==> src/rtl/exec_seq_pkg.sv <==
`default_nettype none
// ============================================================================
//  Module      : exec_seq_pkg
//  Description : Shared opcode constants, FSM state encoding, instruction
//                class enum and ALU constants for the execution sequencer.
//  Revision    : 1.0  initial release
// ============================================================================
package exec_seq_pkg;

    localparam logic [6:0] c_OPC_R      = 7'b0110011;
    localparam logic [6:0] c_OPC_I      = 7'b0010011;
    localparam logic [6:0] c_OPC_LOAD   = 7'b0000011;
    localparam logic [6:0] c_OPC_STORE  = 7'b0100011;
    localparam logic [6:0] c_OPC_BRANCH = 7'b1100011;

    localparam logic [3:0] c_ALU_ADD = 4'b0000;
    localparam logic [3:0] c_ALU_SUB = 4'b1000;

    typedef enum logic [2:0] {
        ST_IDLE   = 3'd0,
        ST_DECODE = 3'd1,
        ST_EXEC   = 3'd2,
        ST_MEM    = 3'd3,
        ST_WB     = 3'd4
    } seq_state_t;

    typedef enum logic [2:0] {
        CLS_ILLEGAL = 3'd0,
        CLS_R       = 3'd1,
        CLS_I       = 3'd2,
        CLS_LOAD    = 3'd3,
        CLS_STORE   = 3'd4,
        CLS_BRANCH  = 3'd5
    } instr_class_t;

    // Map a 7-bit major opcode onto the supported instruction classes.
    function automatic instr_class_t classify(input logic [6:0] opcode);
        instr_class_t cls;
        case (opcode)
            c_OPC_R:      cls = CLS_R;
            c_OPC_I:      cls = CLS_I;
            c_OPC_LOAD:   cls = CLS_LOAD;
            c_OPC_STORE:  cls = CLS_STORE;
            c_OPC_BRANCH: cls = CLS_BRANCH;
            default:      cls = CLS_ILLEGAL;
        endcase
        return cls;
    endfunction

endpackage
`default_nettype wire

==> src/rtl/exec_decode.sv <==
`default_nettype none
// ============================================================================
//  Module      : exec_decode
//  Description : Combinational opcode classification and ALU control decode.
//  Revision    : 1.0  initial release
// ============================================================================
module exec_decode
    import exec_seq_pkg::*;
(
    input  logic [6:0]   i_opcode,
    input  logic [2:0]   i_funct3,
    input  logic         i_bit30,
    output instr_class_t o_class,
    output logic         o_alu_src,
    output logic [3:0]   o_alu_op
);

    assign o_class = classify(i_opcode);

    // Operand-B select and ALU opcode per class; only shifts-right use bit 30 for I-type.
    always_comb begin
        o_alu_src = 1'b0;
        o_alu_op  = c_ALU_ADD;
        case (o_class)
            CLS_R: begin
                o_alu_op = {i_bit30, i_funct3};
            end
            CLS_I: begin
                o_alu_src = 1'b1;
                o_alu_op  = {(i_funct3 == 3'b101) & i_bit30, i_funct3};
            end
            CLS_LOAD, CLS_STORE: begin
                o_alu_src = 1'b1;
            end
            CLS_BRANCH: begin
                o_alu_op = c_ALU_SUB;
            end
            default: begin
                o_alu_src = 1'b0;
                o_alu_op  = c_ALU_ADD;
            end
        endcase
    end

endmodule
`default_nettype wire

==> src/rtl/exec_sequencer.sv <==
`default_nettype none
// ============================================================================
//  Module      : exec_sequencer
//  Description : Multi-cycle RV32I control sequencer (IDLE/DECODE/EXEC/MEM/WB)
//                driving ALU, data-memory, register-file and PC controls.
//  Revision    : 1.0  initial release
// ============================================================================
module exec_sequencer
    import exec_seq_pkg::*;
(
    input  logic        clk,
    input  logic        reset,
    input  logic        instr_valid,
    output logic        instr_ready,
    input  logic [31:0] instr,
    output logic        alu_src,
    output logic [3:0]  alu_op,
    output logic        mem_req,
    output logic        mem_we,
    input  logic        mem_ready,
    output logic        rf_we,
    output logic        pc_we,
    output logic        illegal,
    output logic        busy
);

    seq_state_t   r_state;
    seq_state_t   w_next_state;
    logic [31:0]  r_ir;
    logic         r_alu_src;
    logic [3:0]   r_alu_op;
    instr_class_t w_class;
    logic         w_dec_alu_src;
    logic [3:0]   w_dec_alu_op;
    logic         w_transfer;
    logic         w_unused_ir;

    // Ready is gated by reset so it reads 0 while reset is held low.
    assign instr_ready = reset & (r_state == ST_IDLE);
    assign w_transfer  = instr_valid & instr_ready;
    assign alu_src     = r_alu_src;
    assign alu_op      = r_alu_op;
    // Immediate and upper funct7 bits are not needed for sequencing.
    assign w_unused_ir = ^{r_ir[31], r_ir[29:15]};

    exec_decode u_decode (
        .i_opcode  (r_ir[6:0]),
        .i_funct3  (r_ir[14:12]),
        .i_bit30   (r_ir[30]),
        .o_class   (w_class),
        .o_alu_src (w_dec_alu_src),
        .o_alu_op  (w_dec_alu_op)
    );

    // State register.
    always_ff @(posedge clk or negedge reset) begin
        if (!reset) begin
            r_state <= ST_IDLE;
        end else begin
            r_state <= w_next_state;
        end
    end

    // Instruction register, loaded on every accepted transfer.
    always_ff @(posedge clk or negedge reset) begin
        if (!reset) begin
            r_ir <= 32'd0;
        end else if (w_transfer) begin
            r_ir <= instr;
        end
    end

    // ALU controls are latched on entry to EXEC and held until the next legal instruction.
    always_ff @(posedge clk or negedge reset) begin
        if (!reset) begin
            r_alu_src <= 1'b0;
            r_alu_op  <= c_ALU_ADD;
        end else if ((r_state == ST_DECODE) && (w_class != CLS_ILLEGAL)) begin
            r_alu_src <= w_dec_alu_src;
            r_alu_op  <= w_dec_alu_op;
        end
    end

    // Next-state logic and per-state control pulses.
    always_comb begin
        w_next_state = r_state;
        mem_req      = 1'b0;
        mem_we       = 1'b0;
        rf_we        = 1'b0;
        pc_we        = 1'b0;
        illegal      = 1'b0;
        busy         = (r_state != ST_IDLE);
        case (r_state)
            ST_IDLE: begin
                if (w_transfer) begin
                    w_next_state = ST_DECODE;
                end
            end
            ST_DECODE: begin
                if (w_class == CLS_ILLEGAL) begin
                    illegal      = 1'b1;
                    w_next_state = ST_IDLE;
                end else begin
                    w_next_state = ST_EXEC;
                end
            end
            ST_EXEC: begin
                if (w_class == CLS_BRANCH) begin
                    pc_we        = 1'b1;
                    w_next_state = ST_IDLE;
                end else if ((w_class == CLS_LOAD) || (w_class == CLS_STORE)) begin
                    w_next_state = ST_MEM;
                end else begin
                    w_next_state = ST_WB;
                end
            end
            ST_MEM: begin
                mem_req = 1'b1;
                mem_we  = (w_class == CLS_STORE);
                if (mem_ready) begin
                    if (w_class == CLS_STORE) begin
                        pc_we        = 1'b1;
                        w_next_state = ST_IDLE;
                    end else begin
                        w_next_state = ST_WB;
                    end
                end
            end
            ST_WB: begin
                pc_we        = 1'b1;
                rf_we        = (r_ir[11:7] != 5'd0);
                w_next_state = ST_IDLE;
            end
            default: begin
                w_next_state = ST_IDLE;
            end
        endcase
    end

endmodule
`default_nettype wire

==> config.mk <==
export PLATFORM = sky130hd
export DESIGN_NAME = exec_sequencer
export DESIGN_NICKNAME = d
export VERILOG_FILES = /design/src/rtl/exec_seq_pkg.sv /design/src/rtl/exec_decode.sv /design/src/rtl/exec_sequencer.sv
export SDC_FILE = /design/constraint.sdc
export NUM_CORES = 1
export LEC_CHECK = 0
export CORE_MARGIN = 8
export CORE_UTILIZATION = 45
export CTS_CLUSTER_DIAMETER = 60
export DETAILED_ROUTE_END_ITERATION = 16
export PLACE_DENSITY = 0.91
export SYNTH_ARGS = -nofsm -noshare
export SYNTH_HDL_FRONTEND = slang
export SYNTH_SLANG_ARGS = --single-unit
==> constraint.sdc <==
create_clock -name clk -period 4.1 [get_ports clk]
set_clock_uncertainty 0.1 [all_clocks]
set_input_delay 0.82 -clock clk [delete_from_list [all_inputs] [get_ports clk]]
set_output_delay 0.82 -clock clk [all_outputs]
set_load 0.05 [all_outputs]
==> impl_metrics.ini, run 1 <==
[status]
run_status = finished, final reports clean

[route]
routed_wl_um = 2605
wl_per_cell_um = 16.49
ant_nets = 0
first_pass_iters = 4
drc = 0
vias = 872
first_iter_violations = 24
routed_via_density = 5.519

[floorplanning]
die_y_um = 66.50
die_area_um2 = 4422
pin_count = 48
rows = 18
die_x_um = 66.50
core_area_um2 = 2455
initial_core_util_pct = 46.74

[setup_path]
crit_family = simple AND/OR/NAND/NOR gates
crit_type = reg2out
path_max_fanout = 7
endpoint_kind = primary output
endpoint = pc_we
crit_buf_inv = 1
worstPathArrival_ps = 2550
required_ps = 3180
rr_worst_depth = 3
startpoint = r_ir[2]
critPathMaxStageDelay_ps = 830
cp_slowest_cell = clkdlybuf4s50_1
startpoint_type = register
crit_chain = nand4bb_1 -> or3_1 -> o21ai_0 -> clkdlybuf4s50_1
r2r-end = alu_src
regToRegSetupSlack_ps = 2220
r2r-start = r_state[0]
path_depth = 4

[sta]
rsz0062_at_grt = no
max_slew_margin_pct = 49.80
setup_violations = 0
tns_ps = 0
fmax_mhz = 288.1
period_minus_slack_ps = 3471
worst_slew_pin_slew_ps = 742.9
post-route-period-util_pct = 84.67
final_max_slew_viol_count = 0
whs_ps = 425.2
hold_violations = 0

[place]
port_buffers = 31
gp_congestion = 0.7864
place_hpwl_um = 1986

[synth]
syn-cell-area_um2 = 1147
synth-seq-cells = 24
synthArstFlopShare_pct = 100.0
yosys-top-cells-area = dfrtp_1 (52%), mux2_2 (16%), nor2_1 (2.3%)
synth_top_area_share_pct = 52.34
ys_seq_area_share_pct = 52.34
synth.net_count = 132
synth.most_common_cell = dfrtp_1
synthCells = 96
synth_enable_flop_cells = 0
ys_top_cells_by_count = dfrtp_1 (24), mux2_2 (16), nor2_1 (7)
synth_area_per_cell_um2 = 11.95
synth_top_area_cell = dfrtp_1
synth_ff_type = dfrtp_1
yosys_warnings = 0
ys_types = 31

[power]
p_leak_nw = 0.6151
total_power_mw = 0.6247
powerDensity_nw_per_um2 = 412.0
irDropWorstVdd_v = 0.0004235

[clocking]
htreeDepth = 1
cts_resized = 0
clock_latency_ps = 310
cts_sinks = 24
path_clk_slew_ps = 130
cts.hold.buffers_added = 0
cts_root_buf = clkbuf_4
cts_max_path_buffers = 2
cts_tree = done
cts_buffers = 3
cts_setup_buffers = 0

[worst_hold_path]
holdPathStages = 1
hold_class = reg2reg

[global_route]
grt_max_degree = 27
grt_pass1_wl_um = 4422
grt_pass1_vias = 935
antenna_found_initial = 0
track_usage_pct = 12.59
overflow = 0

[cells_and_area]
syn_to_final_growth_pct = 32.17
drive_above_1_share_pct = 21.09
fillers = 199
nets = 165
n_antenna_cell = 0

[flow_run]
drv_cap = 0
-- layout by cell type (no fill, tap or decap), types with 2 or more instances in the layout --
cell / n
a21oi_1: 5
and3b_1: 2
buf_4: 2
clkbuf_4: 3
clkdlybuf4s50_1: 30
dfrtp_1: 24
inv_1: 5
mux2_2: 16
nand2_1: 2
nand2b_1: 2
nand4b_1: 3
nor2_1: 7
nor3_1: 3
nor4bb_1: 2
o21ai_0: 5
-- where the power goes --
group | switching [mW] | leakage (nW) | internal (mW) | total (mW)
combinational | 0.0920 | 0.297 | 0.0864 | 0.178
clock | 0.0720 | 0.0210 | 0.0543 | 0.126
sequential | 0.0413 | 0.297 | 0.279 | 0.320
-- flip-flops by register name, summed over array words and instances, names as in the netlist --
register and count:
r_state 3, r_ir 16, alu_src 1, alu_op 4
-- through the flow --
stage / std cells / util, % / setup WS [ps] / cell area, um^2
after floorplan: 96 / - / 720.1 / 1147
final: 158 / 61.77 / 628.6 / 1516
after detailed placement: 154 / 60.30 / 632.5 / 1480
after global routing: 158 / 61.77 / 485.8 / 1516
after global placement: 154 / 60.30 / 640.9 / 1480
after CTS: 158 / 61.77 / 611.3 / 1516
-- worst min-delay path by stage --
stage | to | startpoint | slack [ps]
4_1_cts | r_ir[9] | r_ir[9] | 420
3_5_place_dp | r_ir[9] | r_ir[9] | 400
6_report | r_ir[9] | r_ir[9] | 430
2_1_floorplan | r_ir[30] | r_ir[30] | 380
5_1_grt | r_ir[9] | r_ir[9] | 440
3_3_place_gp | r_ir[10] | r_ir[10] | 390
-- routing by layer --
metal	part of all wire [%]	vias up	track usage, %
met5	0	-	0
met1	41	437	14.68
met2	53	23	22.56
li1	-	408	-
met4	1.0	0	3.200
met3	5.8	4	2.852
-- final cells by class --
cell class | count | area (um^2) | share of cell area, %
timing repair buffer | 32 | 315.3 | 20.79
multi-input combinational | 63 | 508.0 | 33.50
tap | 30 | 37.54 | 2.475
clock buffer | 4 | 36.28 | 2.393
sequential | 24 | 600.6 | 39.60
inverter | 5 | 18.77 | 1.238
-- kinds of logic after synthesis --
kind of cell / after synthesis / share of synthesized area, %
mux: 17 / 17.01
flops: 24 / 52.34
buf+inv: 9 / 3.381
simple gates: 30 / 17.67
compound gates: 16 / 9.597
Power figures use the tool's default switching activity.
==> inputs of run 2 (changes only) <==
--- a/config.mk
+++ b/config.mk
@@ -6,10 +6,10 @@
 export NUM_CORES = 1
 export LEC_CHECK = 0
 export CORE_MARGIN = 8
-export CORE_UTILIZATION = 45
+export CORE_UTILIZATION = 38
 export CTS_CLUSTER_DIAMETER = 60
 export DETAILED_ROUTE_END_ITERATION = 16
-export PLACE_DENSITY = 0.91
+export PLACE_DENSITY = 0.82
 export SYNTH_ARGS = -nofsm -noshare
 export SYNTH_HDL_FRONTEND = slang
 export SYNTH_SLANG_ARGS = --single-unit
==> constraint.sdc (replaced) <==
create_clock -name clk -period 2.8 [get_ports clk]
set_clock_uncertainty 0.1 [all_clocks]
set_input_delay 0.56 -clock clk [delete_from_list [all_inputs] [get_ports clk]]
set_output_delay 0.56 -clock clk [all_outputs]
set_load 0.05 [all_outputs]
==> run 2 against run 1 <==
Effect of this change:
- global-route usage down 1.9 points
- non-clock buffer count up 1
- final area up 2.3%
- via count down 1.6%
- highest routed layer unchanged
==> impl_metrics.ini, run 2 (synthesis gave the netlist of run 1 again) <==
[status]
run_status = finished, final reports clean

[route]
vias = 858
first_iter_violations = 22
routed_via_density = 5.296
routed_wl_um = 2497
wl_per_cell_um = 15.41
first_pass_iters = 4
drc = 0
ant_nets = 0

[place]
port_buffers = 31
place_hpwl_um = 1982
gp_congestion = 0.7797

[global_route]
antenna_found_initial = 0
grt_max_degree = 24
grt_pass1_vias = 904
grt_pass1_wl_um = 4367
track_usage_pct = 10.72
overflow = 0

[setup_path]
required_ps = 2140
crit_family = buffers and inverters
path_depth = 4
crit_type = reg2out
path_max_fanout = 10
endpoint_kind = primary output
crit_buf_inv = 1
critPathMaxStageDelay_ps = 840
rr_worst_depth = 3
worstPathArrival_ps = 2010
startpoint_type = register
startpoint = r_state[0]
cp_slowest_cell = clkdlybuf4s50_1
crit_chain = nor2_1 -> nand2_1 -> a21oi_1 -> clkdlybuf4s50_1
r2r-start = r_state[0]

[sta]
fmax_mhz = 374.5
worst_slew_pin_slew_ps = 775.5
post-route-period-util_pct = 95.37
rsz0062_at_grt = no
whs_ps = 313.4
hold_violations = 0
tns_ps = 0
setup_violations = 0
final_max_slew_viol_count = 0
max_slew_margin_pct = 47.59
period_minus_slack_ps = 2670

[cells_and_area]
fillers = 284
largest_register_ffs = 16
multi_input_area_um2 = 514.2
nets = 166
regMostFlops = r_ir
final_common_cell = clkdlybuf4s50_1
ff_latch_area_um2 = 600.6
most-common-layout-cells = clkdlybuf4s50_1 (27), dfrtp_1 (24), mux2_2 (16), nor2_1 (7)
syn_to_final_growth_pct = 35.22
drive_above_1_share_pct = 24.81
n_antenna_cell = 0

[floorplanning]
rows = 20
core_area_um2 = 2953
die_x_um = 70.95
pin_count = 48
die_area_um2 = 5034
die_y_um = 70.95
initial_core_util_pct = 38.86

[clocking]
cts_tree = done
htreeDepth = 1
cts_root_buf = clkbuf_4
clock_latency_ps = 310
cts_max_path_buffers = 2
cts_resized = 0
cts_buffers = 3
cts_setup_buffers = 0
cts.hold.buffers_added = 0
path_clk_slew_ps = 120
cts_sinks = 24

[flow_run]
drv_cap = 0

[power]
irDropWorstVdd_v = 0.0003445
powerDensity_nw_per_um2 = 589.1
p_leak_nw = 0.6319

[worst_hold_path]
hold_class = in2async
==> run 2: cell count changes in the layout (fill, tap and decap cells not counted) <==
cell             before  now
clkdlybuf4s50_1      30   27
buf_12                0    2
buf_4                 2    4
nor4b_1               1    0
nor4b_2               0    1
o21ai_0               5    4
o21ai_1               0    1
==> run 2: final timing paths <==
check                           end  slack [ps]
min reg2reg                r_ir[30]         430
min                         r_ir[4]         310
max reg2reg                 alu_src         970
min in group clk           r_ir[30]         430
max in group asynchronous  r_ir[14]        1770
max                           rf_we         130
==> run 2: final cells by class <==
class / count / share of cell area, %
Multi-Input combinational cell: 63 / 33.15
Inverter: 5 / 1.210
Sequential cell: 24 / 38.71
Clock buffer: 4 / 2.339
Tap cell: 33 / 2.661
Timing Repair Buffer: 33 / 21.94
==> run 2: through the flow <==
step	power, mW	utilization (%)	cells	cell area (um^2)	setup slack (ps)
floorplan	0.6347	-	96	1154	350.8
global placement	0.7310	51.31	158	1515	487.3
detailed placement	0.7428	51.31	158	1515	487.2
CTS	0.9234	52.54	162	1551	114.5
global route	0.9585	52.54	162	1551	45.19
finish	0.9140	52.54	162	1551	129.7
==> run 2: worst reg2reg max path, delay by kind of cell, from the launching register on <==
kind	cells	cell delay [ps]
flip-flops	1	510
AND/OR/NAND/NOR	1	450
AO/OA/AOI/OAI	1	340
multiplexers	1	330
==> run 2: power breakdown <==
group	total (mW)	switching, mW	internal (mW)
logic	0.268	0.136	0.132
clock network	0.180	0.100	0.0795
registers	0.466	0.0577	0.408
==> run 2: metal layers <==
layer,track usage [%],wire (um),part of all wire [%]
met4,4.850,48,1.9
met3,2.966,142,5.7
met1,13.27,1155,46
met5,0,0,0
met2,16.89,1151,46
